`src/rtl/soc_arb_pkg.sv`:
```
// Shared encodings for the SPRAM arbiter: FSM states and grant indices.
package soc_arb_pkg;

  typedef enum logic [1:0] {
    ST_IDLE = 2'd0,
    ST_CMD  = 2'd1,
    ST_DATA = 2'd2
  } state_t;

  localparam logic GNT_A = 1'b0;
  localparam logic GNT_B = 1'b1;

  localparam int LOCK_CW = 8;

endpackage

```
`src/rtl/soc_spram_arbiter_if.sv`:
```
// One requester port of the SPRAM arbiter: request/ack handshake plus command and read data.
interface soc_spram_arbiter_if #(
  parameter int AW = 15,
  parameter int DW = 32
);

  localparam int MW = DW / 8;

  logic          req;
  logic [AW-1:0] addr;
  logic [DW-1:0] wdata;
  logic [MW-1:0] wmsk;
  logic          we;
  logic [DW-1:0] rdata;
  logic          ack;

  modport master (output req, addr, wdata, wmsk, we, input rdata, ack);
  modport slave  (input req, addr, wdata, wmsk, we, output rdata, ack);

endinterface

```
`src/rtl/soc_arb2_sel.sv`:
```
// Two-way winner selection: round-robin on ties, with a bounded burst lock for port B.
module soc_arb2_sel
  import soc_arb_pkg::*;
(
  input  logic a_req,
  input  logic b_req,
  input  logic b_lock,
  input  logic last_grant,
  input  logic lock_nz,
  output logic gnt,
  output logic lock_load,
  output logic lock_dec,
  output logic lock_clr
);

  always_comb begin
    gnt       = GNT_A;
    lock_load = 1'b0;
    lock_dec  = 1'b0;
    lock_clr  = 1'b0;

    if (a_req && b_req) begin
      if (lock_nz && b_lock) begin
        gnt      = GNT_B;
        lock_dec = 1'b1;
      end else begin
        gnt = (last_grant == GNT_A) ? GNT_B : GNT_A;
      end
    end else if (b_req) begin
      gnt = GNT_B;
    end

    // A lone B grant under an active lock leaves the count untouched
    if (gnt == GNT_A || !b_lock) begin
      lock_clr = 1'b1;
    end else if (!lock_nz) begin
      lock_load = 1'b1;
    end
  end

endmodule

```
`src/rtl/soc_spram_arbiter.sv`:
```
// Shares the single-port SPRAM between the CPU bridge (port A) and the DMA mover (port B).
module soc_spram_arbiter
  import soc_arb_pkg::*;
#(
  parameter int AW       = 15,
  parameter int DW       = 32,
  parameter int MW       = DW / 8,
  parameter int MAX_LOCK = 16
) (
  input  logic                      clk,
  input  logic                      rst,
  soc_spram_arbiter_if.slave        a_port,
  soc_spram_arbiter_if.slave        b_port,
  input  logic                      b_lock,
  output logic [AW-1:0]             spram_addr,
  output logic [DW-1:0]             spram_wdata,
  output logic [MW-1:0]             spram_wmsk,
  output logic                      spram_we,
  input  logic [DW-1:0]             spram_rdata
);

  state_t               state_q, state_d;
  logic                 last_grant_q, last_grant_d;
  logic [LOCK_CW-1:0]   lock_cnt_q, lock_cnt_d;
  logic [AW-1:0]        addr_q, addr_d;
  logic [DW-1:0]        wdata_q, wdata_d;
  logic [MW-1:0]        wmsk_q, wmsk_d;
  logic                 we_q, we_d;

  logic sel_gnt;
  logic lock_load;
  logic lock_dec;
  logic lock_clr;

  soc_arb2_sel u_sel (
    .a_req      (a_port.req),
    .b_req      (b_port.req),
    .b_lock     (b_lock),
    .last_grant (last_grant_q),
    .lock_nz    (lock_cnt_q != '0),
    .gnt        (sel_gnt),
    .lock_load  (lock_load),
    .lock_dec   (lock_dec),
    .lock_clr   (lock_clr)
  );

  always_comb begin
    state_d      = state_q;
    last_grant_d = last_grant_q;
    lock_cnt_d   = lock_cnt_q;
    addr_d       = addr_q;
    wdata_d      = wdata_q;
    wmsk_d       = wmsk_q;
    we_d         = 1'b0;

    unique case (state_q)
      ST_IDLE: begin
        if (a_port.req || b_port.req) begin
          state_d      = ST_CMD;
          last_grant_d = sel_gnt;
          if (sel_gnt == GNT_A) begin
            addr_d  = a_port.addr;
            wdata_d = a_port.wdata;
            wmsk_d  = a_port.wmsk;
            we_d    = a_port.we;
          end else begin
            addr_d  = b_port.addr;
            wdata_d = b_port.wdata;
            wmsk_d  = b_port.wmsk;
            we_d    = b_port.we;
          end
          if (lock_load) begin
            lock_cnt_d = LOCK_CW'(MAX_LOCK - 1);
          end else if (lock_dec) begin
            lock_cnt_d = lock_cnt_q - 1'b1;
          end else if (lock_clr) begin
            lock_cnt_d = '0;
          end
        end
      end
      ST_CMD:  state_d = ST_DATA;
      ST_DATA: state_d = ST_IDLE;
      default: state_d = ST_IDLE;
    endcase
  end

  always_ff @(posedge clk or posedge rst) begin
    if (rst) begin
      state_q      <= ST_IDLE;
      last_grant_q <= GNT_B;
      lock_cnt_q   <= '0;
      addr_q       <= '0;
      wdata_q      <= '0;
      wmsk_q       <= '0;
      we_q         <= 1'b0;
    end else begin
      state_q      <= state_d;
      last_grant_q <= last_grant_d;
      lock_cnt_q   <= lock_cnt_d;
      addr_q       <= addr_d;
      wdata_q      <= wdata_d;
      wmsk_q       <= wmsk_d;
      we_q         <= we_d;
    end
  end

  assign spram_addr  = addr_q;
  assign spram_wdata = wdata_q;
  assign spram_wmsk  = wmsk_q;
  assign spram_we    = we_q;

  // last_grant_q still names the port being served while in DATA
  assign a_port.ack   = (state_q == ST_DATA) && (last_grant_q == GNT_A);
  assign b_port.ack   = (state_q == ST_DATA) && (last_grant_q == GNT_B);
  assign a_port.rdata = a_port.ack ? spram_rdata : '0;
  assign b_port.rdata = b_port.ack ? spram_rdata : '0;

endmodule

```
`src/flat_wrapper.sv`:
```
// flat-port wrapper written by rule: the top's interface ports become plain ports
module soc_spram_arbiter_flat import soc_arb_pkg::*;
#(
  parameter int AW       = 15,
  parameter int DW       = 32,
  parameter int MW       = DW / 8,
  parameter int MAX_LOCK = 16
)
  (clk, rst, b_lock, spram_addr, spram_wdata, spram_wmsk, spram_we, spram_rdata, a_port_req, a_port_addr, a_port_wdata, a_port_wmsk, a_port_we, a_port_rdata, a_port_ack, b_port_req, b_port_addr, b_port_wdata, b_port_wmsk, b_port_we, b_port_rdata, b_port_ack);
  soc_spram_arbiter_if #(.AW(AW), .DW(DW)) a_port_i ();
  soc_spram_arbiter_if #(.AW(AW), .DW(DW)) b_port_i ();
  input  logic clk;
  input  logic rst;
  input  logic b_lock;
  output logic [AW-1:0] spram_addr;
  output logic [DW-1:0] spram_wdata;
  output logic [MW-1:0] spram_wmsk;
  output logic spram_we;
  input  logic [DW-1:0] spram_rdata;
  input wire logic [$bits(a_port_i.req)-1:0] a_port_req;
  input wire logic [$bits(a_port_i.addr)-1:0] a_port_addr;
  input wire logic [$bits(a_port_i.wdata)-1:0] a_port_wdata;
  input wire logic [$bits(a_port_i.wmsk)-1:0] a_port_wmsk;
  input wire logic [$bits(a_port_i.we)-1:0] a_port_we;
  output wire logic [$bits(a_port_i.rdata)-1:0] a_port_rdata;
  output wire logic [$bits(a_port_i.ack)-1:0] a_port_ack;
  input wire logic [$bits(b_port_i.req)-1:0] b_port_req;
  input wire logic [$bits(b_port_i.addr)-1:0] b_port_addr;
  input wire logic [$bits(b_port_i.wdata)-1:0] b_port_wdata;
  input wire logic [$bits(b_port_i.wmsk)-1:0] b_port_wmsk;
  input wire logic [$bits(b_port_i.we)-1:0] b_port_we;
  output wire logic [$bits(b_port_i.rdata)-1:0] b_port_rdata;
  output wire logic [$bits(b_port_i.ack)-1:0] b_port_ack;
  assign a_port_i.req = a_port_req;
  assign a_port_i.addr = a_port_addr;
  assign a_port_i.wdata = a_port_wdata;
  assign a_port_i.wmsk = a_port_wmsk;
  assign a_port_i.we = a_port_we;
  assign a_port_rdata = a_port_i.rdata;
  assign a_port_ack = a_port_i.ack;
  assign b_port_i.req = b_port_req;
  assign b_port_i.addr = b_port_addr;
  assign b_port_i.wdata = b_port_wdata;
  assign b_port_i.wmsk = b_port_wmsk;
  assign b_port_i.we = b_port_we;
  assign b_port_rdata = b_port_i.rdata;
  assign b_port_ack = b_port_i.ack;
  soc_spram_arbiter #(.AW(AW), .DW(DW), .MW(MW), .MAX_LOCK(MAX_LOCK)) u_core (.clk(clk), .rst(rst), .a_port(a_port_i), .b_port(b_port_i), .b_lock(b_lock), .spram_addr(spram_addr), .spram_wdata(spram_wdata), .spram_wmsk(spram_wmsk), .spram_we(spram_we), .spram_rdata(spram_rdata));
endmodule
```
`config.mk`:
```
export PLATFORM = sky130hd
export DESIGN_NAME = soc_spram_arbiter_flat
export DESIGN_NICKNAME = d
export VERILOG_FILES = /design/src/rtl/soc_arb_pkg.sv /design/src/rtl/soc_spram_arbiter_if.sv /design/src/rtl/soc_arb2_sel.sv /design/src/rtl/soc_spram_arbiter.sv /design/src/flat_wrapper.sv
export SDC_FILE = /design/constraint.sdc
export NUM_CORES = 1
export LEC_CHECK = 0
export CAP_MARGIN = 20
export CORE_ASPECT_RATIO = 0.6
export CORE_MARGIN = 5
export CORE_UTILIZATION = 37
export CTS_CLUSTER_DIAMETER = 120
export DETAILED_ROUTE_END_ITERATION = 10
export PLACE_DENSITY = 0.87
export REMOVE_ABC_BUFFERS = 1
export SYNTH_ARGS = -nofsm -noshare
export SYNTH_HDL_FRONTEND = slang
export SYNTH_SLANG_ARGS = --single-unit
```
`constraint.sdc`:
```
create_clock -name clk -period 2.34 [get_ports clk]
set_clock_uncertainty 0.15 [all_clocks]
set_input_delay 0.351 -clock clk [delete_from_list [all_inputs] [get_ports clk]]
set_output_delay 0.351 -clock clk [all_outputs]
set_load 0.01 [all_outputs]
```
Yosys cells after proc, flatten, opt, wreduce, memory -nomap -nowiden
Index checks and enable logic that the tools add are counted.

cells by class
  $add $sub $neg = 1
  equality and inequality tests = 3
  muxes and demuxes = 22
  bitwise operators = 2
  reduce and logical (&&, ||, !) cells = 12

operators with widths
  cell                   number
  $mux W32               3
  $mux W8                3
  $mux W15               1
  $mux W1                12
  $reduce_bool A8 Y1     1
  $sub A8 B1 Y8 const B  1
  $logic_and A1 B1 Y1    4
  $mux W4                1
  $pmux W2 S2            1
  $reduce_and A3 Y1      1
  $reduce_bool A3 Y1     1
  $eq A2 B1 Y1 const B   1
  $eq A2 B2 Y1 const B   1
  $logic_not A2 Y1       1
  $logic_or A1 B1 Y1     2
  $mux W2                1
  $ne A2 B1 Y1 const B   1
  $not A1 Y1             2
  $reduce_and A2 Y1      1
  $logic_not A1 Y1       1

storage, ports and cells
  flip-flop bits (word level) = 63
  output and inout bits = 118

Depth between registers and ports, before layout
Gate-level depths: netlist of the first run.

  depth after elaboration = 10
  mapped depth = 8
  depth with buffers taken out = 6

By module
A second synthesis of the first run with hierarchy kept.

second synthesis, totals
  cell total of the unflattened synthesis = 374
  area, all modules = 3452.1 µm²

by module, submodules not included
  module             times used  cells each  area each (µm²)  sequential area each (µm²)
  soc_spram_arbiter  1           365         3408.3           1577.8
  soc_arb2_sel       1           9           43.8             0.0

Worst setup path after synthesis of the first run
No wires, ideal clock.

  path type = register to register
  start point = register u_core.lock_cnt_q[0]
  end point = register u_core.addr_q[10], in the netlist u_core.spram_addr[10]
  setup time = 87 ps
  data arrival time = 1741 ps
  data required time = 2103 ps
  slack = 362 ps
  cell stages (with the launch flop) = 9
  path buffers = 2
  period minus slack after synthesis = 1978 ps
  path through = dfrtp_1 inv_1 ha_1 or4b_4 o21ai_2 buf_6 buf_6 nand4_1 o211ai_1

on the way
  cells in the longest elaborated chain, start to end = 5

RTL lines
  element                 line                      RTL
  start, declared         soc_spram_arbiter.sv:24   logic [LOCK_CW-1:0] lock_cnt_q, lock_cnt_d;
  start signal, assigned  soc_spram_arbiter.sv:99   lock_cnt_q <= lock_cnt_d;
  $reduce_bool A8 Y1      soc_spram_arbiter.sv:40   .lock_nz (lock_cnt_q != '0),
  $logic_and A1 B1 Y1     soc_arb2_sel.sv:23        if (lock_nz && b_lock) begin
  $mux W1                 soc_arb2_sel.sv:23
  $mux W1                 soc_arb2_sel.sv:22        if (a_req && b_req) begin
  $mux W15                soc_spram_arbiter.sv:61   if (sel_gnt == GNT_A) begin
  end signal, assigned    soc_spram_arbiter.sv:100  addr_q <= addr_d;
  end, declared           soc_spram_arbiter.sv:25   logic [AW-1:0] addr_q, addr_d;

No other way between the ends.
A chain may end at the register's enable or synchronous reset.

Final worst setup path of the first run
  start point = register u_core.state_q[0]
  end point = output a_port_ack

on the way
  cells in the longest elaborated chain, start to end = 2

RTL lines
  element                 line                      RTL
  start, declared         soc_spram_arbiter.sv:22   state_t state_q, state_d;
  start signal, assigned  soc_spram_arbiter.sv:97   state_q <= state_d;
  $eq A2 B2 Y1            soc_spram_arbiter.sv:113  assign a_port.ack = (state_q == ST_DATA) && (last_grant_q == GNT_A);
  $logic_and A1 B1 Y1     soc_spram_arbiter.sv:113
  end, declared           flat_wrapper.sv:26        output wire logic [$bits(a_port_i.ack)-1:0] a_port_ack;

No other way between the ends.

==> results of run 1 <==
-- sequential cells by signal, indices dropped and copies added, names as in the netlist --
name,cells
u_core.spram_addr,15
u_core.lock_cnt_q,8
u_core.state_q,2
u_core.last_grant_q,1
u_core.spram_we,1
u_core.spram_wmsk,4
u_core.spram_wdata,32
-- area by class of cell --
type	instances	area, um2
clock buffers	11	243
clock inverters	5	81.3
well taps	139	174
repair buffers	285	2880
fillers	808	3340
flip-flops and latches	63	1580
inverters	6	23.8
multi-input cells	342	2090
-- repair_timing --
item,CTS,global route
setup buffers,1,3
setup endpoints to repair,65,42
gates resized for setup,64,3
hold buffers,0,0
pin swaps,1,1
gates cloned,0,2
endpoints found under the hold margin,0,0
-- worst paths after layout --
path | start | end | slack [ns] | cells after the start
setup / recovery | u_core.state_q[0] | a_port_ack | 0.08 | 3
hold / removal | rst | u_core.spram_wdata[18] | 0.26 | 3
setup reg to reg | u_core.lock_cnt_q[0] | u_core.spram_wdata[30] | 0.09 | 8
hold reg to reg | u_core.spram_wdata[29] | u_core.spram_wdata[29] | 0.34 | 2
max in group asynchronous | rst | u_core.last_grant_q | 1.45 | 3
min in group clk | u_core.spram_wdata[29] | u_core.spram_wdata[29] | 0.34 | 2
-- power by group through the flow --
stage / logic (uW) / clock network, uW / registers, uW
after floorplan: 2130 / 0 / 2120
after global placement: 4600 / 0 / 1940
after detailed placement: 4750 / 0 / 1960
after CTS: 4650 / 1480 / 1960
after global routing: 5150 / 1540 / 2030
final: 4770 / 1440 / 1970
-- cell families (layout without fill, tap and decap cells) --
| kind of cell | after synthesis | count (layout) | synth area share |
|---|---|---|---|
| mux | 2 | 2 | 0.00514 |
| simple gates | 253 | 253 | 0.333 |
| buf+inv | 48 | 307 | 0.0642 |
| fa+ha+maj | 2 | 2 | 0.00642 |
| flops | 63 | 63 | 0.405 |
| compound gates | 85 | 85 | 0.186 |
-- metal layers --
metal | share of wire | track usage
met1 | 0.43 | 0.306
met2 | 0.48 | 0.382
met3 | 0.083 | 0.0764
met4 | 0.0082 | 0.0466
met5 | 0 | 0
-- critical path, stage by stage (launching register included) --
cell             delay, ns
dfrtp_1               0.42
nor3b_2               0.26
buf_12                0.20
clkdlybuf4s50_1       0.55
-- cell usage in the layout, fill, tap and decap left out, types with 13 or more instances in the layout --
cell type,netlist,layout
and2_1,65,65
buf_4,3,13
clkdlybuf4s50_1,0,193
dfrtp_1,62,62
dlygate4sd2_1,0,64
nand2_1,112,111
nand4_1,53,53
o211ai_1,31,31
o211ai_2,20,20
-- metrics by stage --
step | hold WS (ns) | area (um2)
floorplan | 0.300 | 3670
global placement | 0.319 | 6730
detailed placement | 0.327 | 6730
CTS | 0.274 | 6990
global route | 0.300 | 7080
finish | 0.260 | 7080
==> impl_metrics.toml, run 1 <==
[setup_path]
worst_ep_required_time_ns = 1.84
critPathKind = "reg2out"
worstSetupStartpointType = "flip-flop"
cp.arrival_ns = 1.76
cp_max_fo = 33
cp-end-kind = "primary output"

[clock_network]
numCtsBuffers = 9
cts_root_buffer = "clkbuf_16"
cts_tree = "yes"
cts_buffer_depth = 2
cts_sinks = 63
h-tree-depth = 3
clkTransAtPathRegs_ns = 0.06
insertion_delay_ns = 0.33

[place]
hpwl_um = 11600
port_buffers = 258
place.gp.congestion = 0.967
numPlacedInstances = 829
place_ws_ns = 0.0745

[pwr]
power.density_nw_per_um2 = 1160
intPower_uw = 4910
power_frac_seq = 0.240
power_uw = 8180
sw_frac_of_total = 0.400
p_comb_frac = 0.583
vdd_drop_max_mv = 0.597
power_leakage_uw = 0.00321
clockPowerShare = 0.177
p_sw_uw = 3270

[timing]
finalSetupViolations = 0
fin_ws_ns = 0.0804
final.min_clock_period_ns = 2.26
setup_tns_ns = 0
slew-limit-headroom = 0.656
max_slew.worst_pin.slew_ns = 0.512
timing.fmax_mhz = 443
min_period_over_period = 0.966
finalHoldViolCount = 0
slew_violations = 0

[synth]
netlist_area_um2 = 3890
synth_common_cells = "nand2_1 (112), and2_1 (65), dfrtp_1 (62)"
synth.top_cell.area_share = 0.398
async_flop_share = 1.00
yosysMostFrequentCell = "nand2_1"
synth_largest_area_cell = "dfrtp_1"
synthTopCellsByArea = "dfrtp_1 (40%), nand2_1 (11%), and2_1 (10%)"
synth_area_per_cell_um2 = 8.60
ys_types = 44
syn_inst = 453
synth-seq-area-share = 0.405
ys_ff_latch = 63
ys_warn_count = 0
synth-edff-count = 0
synth_flop_cell = "dfrtp_1"

[die]
initial_utilization = 0.374
pin_count = 259
die_w_um = 142
core_um2 = 10400
rows = 29
dieArea_um2 = 12700
dieHeight_um = 89.5

[finish]
drive_gt1_frac = 0.110
nets = 850
area_delta_synth_final_pct = 81.7
post-route-util = 0.680
finalNonFillerCells = 851
diodes = 0

[drt]
drtAntennaViolNets = 0
drt_pre_antenna_iters = 5
vias_per_cell = 5.27
wl_per_cell_um = 18.4
drc = 0
drt_wl_total_um = 15700
vias = 4481
drt_iter0_drc = 289

[job]
cap_violations = 0

[grt]
grt_pass1_vias = 4450
grt_use_total = 0.233
antenna_found_initial = 0
grt_pass1_wl_um = 23500
grt_remaining_overflow = 0
grt_max_degree = 64

[outcome]
status = "finished, final reports clean"

[hold_path]
hold_path.class = "in2async"
Power figures use the tool's default switching activity.
==> inputs of run 2 (changes only) <==
- CTS_BUF_LIST: not set -> sky130_fd_sc_hd__clkbuf_4 sky130_fd_sc_hd__clkbuf_8
==> run 2 against run 1 <==
Sequential power hardly changed. First-iteration DRC count is 15% lower. Non-clock buffer count is 1 higher. Maximum frequency is 0.17% lower. Count of clock-buffer cells in the layout stayed put. Critical path depth is 2 higher. Cell count is 0.12% higher. Sequential share of layout area is 0.26 points higher. Power is 4.4% lower. Largest power group unchanged.
==> impl_metrics.toml, run 2 (synthesized netlist as in run 1, its figures left out) <==
[timing]
final.min_clock_period_ns = 2.26
rsz0062_at_grt = "false"
max_slew.worst_pin.slew_ns = 0.489
min_period_over_period = 0.967
slew-limit-headroom = 0.672
finalSetupViolations = 0
timing.fmax_mhz = 442
slew_violations = 0
finalHoldViolCount = 0
finalHoldWorstSlack_ns = 0.234

[die]
initial_utilization = 0.374
dieHeight_um = 89.5
rows = 29
dieArea_um2 = 12700
core_um2 = 10400
die_w_um = 142
pin_count = 259

[finish]
post-route-util = 0.672
largest_reg_flops = 32
nets = 851
diodes = 0
area_delta_synth_final_pct = 79.6
layout_common_cells = "clkdlybuf4s50_1 (193), nand2_1 (111), and2_1 (65), dlygate4sd2_1 (63), dfrtp_1 (62)"
mostFrequentLayoutCell = "clkdlybuf4s50_1"
drive_gt1_frac = 0.111

[drt]
drt_wl_total_um = 15500
drc = 0
drtAntennaViolNets = 0
vias = 4480
drt_pre_antenna_iters = 4
drt_iter0_drc = 247
vias_per_cell = 5.26
wl_per_cell_um = 18.2

[setup_path]
worst_ep_required_time_ns = 1.84
r2r_end = "u_core.lock_cnt_q[4]"
cp.arrival_ns = 1.76
timing.reg2reg.setup_slack_ns = 0.11
cp-end-kind = "primary output"
cp_max_fo = 16
r2r_cells = 8
critPathKind = "reg2out"
worstSetupStartpointType = "flip-flop"
timing.rr.start = "u_core.lock_cnt_q[0]"

[grt]
top_usage_layer = "met2"
grt_util_met1 = 0.309
antenna_found_initial = 0
grt_use_met3 = 0.0759
grt_pass1_wl_um = 23300
grt_pass1_vias = 4432
grt_remaining_overflow = 0
grt_max_degree = 64
grtUsageMet2 = 0.369
grt_use_total = 0.231

[clock_network]
cts_root_buffer = "clkbuf_8"
cts_tree = "yes"
hold_buffers = 0
h-tree-depth = 3
cts_buffer_depth = 2
clkTransAtPathRegs_ns = 0.08
cts_sinks = 63
insertion_delay_ns = 0.34
numCtsBuffers = 9

[pwr]
p_comb_frac = 0.611
power_leakage_uw = 0.00316
sw_frac_of_total = 0.411
intPower_uw = 4610
p_sw_uw = 3220
vdd_drop_max_mv = 0.625
clockPowerShare = 0.138
power_frac_seq = 0.251
power.density_nw_per_um2 = 1120

[place]
place.gp.congestion = 0.967
hpwl_um = 11600
port_buffers = 258

[hold_path]
hold_path.class = "in2async"

[job]
cap_violations = 0

[outcome]
status = "finished, final reports clean"
run 2: stage by stage:
stage | TNS, ns | instance area [um2] | total power, uW | setup WS (ns) | std cells
2_1_floorplan | -244.46 | 3670 | 4250 | -4.04 | 411
3_3_place_gp | 0 | 6730 | 6540 | 0.185 | 829
3_5_place_dp | 0 | 6730 | 6720 | 0.0745 | 829
4_1_cts | 0 | 6890 | 7710 | 0.0300 | 846
5_1_grt | 0 | 7000 | 8370 | 0.00318 | 852
6_report | 0 | 7000 | 7820 | 0.0765 | 852
run 2: power by group through the flow:
stage / Clock, uW / Combinational, uW / Sequential, uW
floorplan: 0 / 2130 / 2120
global placement: 0 / 4600 / 1940
detailed placement: 0 / 4750 / 1960
CTS: 1110 / 4640 / 1950
global route: 1170 / 5170 / 2030
finish: 1080 / 4780 / 1970
run 2: repair_timing:
item | in CTS | in global routing
pin swaps | 1 | 2
gates cloned | 0 | 2
resized for setup | 65 | 5
buffers inserted | 1 | 4
endpoints found under the setup margin | 65 | 31
run 2: how the worst max path moves through the flow:
| stage | from | end | depth (start not counted) |
|---|---|---|---|
| floorplan | b_port_req | u_core.spram_addr[0] | 4 |
| global placement | u_core.lock_cnt_q[0] | u_core.spram_we | 7 |
| detailed placement | u_core.lock_cnt_q[0] | u_core.spram_we | 7 |
| CTS | u_core.state_q[0] | a_port_ack | 3 |
| global route | u_core.lock_cnt_q[0] | u_core.spram_wdata[12] | 8 |
| finish | u_core.state_q[1] | a_port_rdata[27] | 5 |
run 2: final cells by class:
cell class                 count  area, um2
fill                         822       3420
multi-input combinational    342       2100
sequential                    63       1580
clock buffer                  11        145
inverter                       6       23.8
tap                          139        174
timing repair buffer         286       2890
clock inverter                 5       81.3
run 2: worst max-delay path, stage by stage, from the launching register on:
cell,delay [ns]
dfrtp_1,0.42
nor3b_4,0.28
buf_4,0.17
clkbuf_16,0.16
and2_1,0.13
dlygate4sd2_1,0.27
run 2: metal layers:
metal  vias to the layer above  part of all wire  wire length [um]
li1                       2119                 -                 -
met1                      2153              0.44              6850
met2                       193              0.47              7270
met3                        15             0.078              1220
met4                         0            0.0098               152
met5                         -                 0                 0
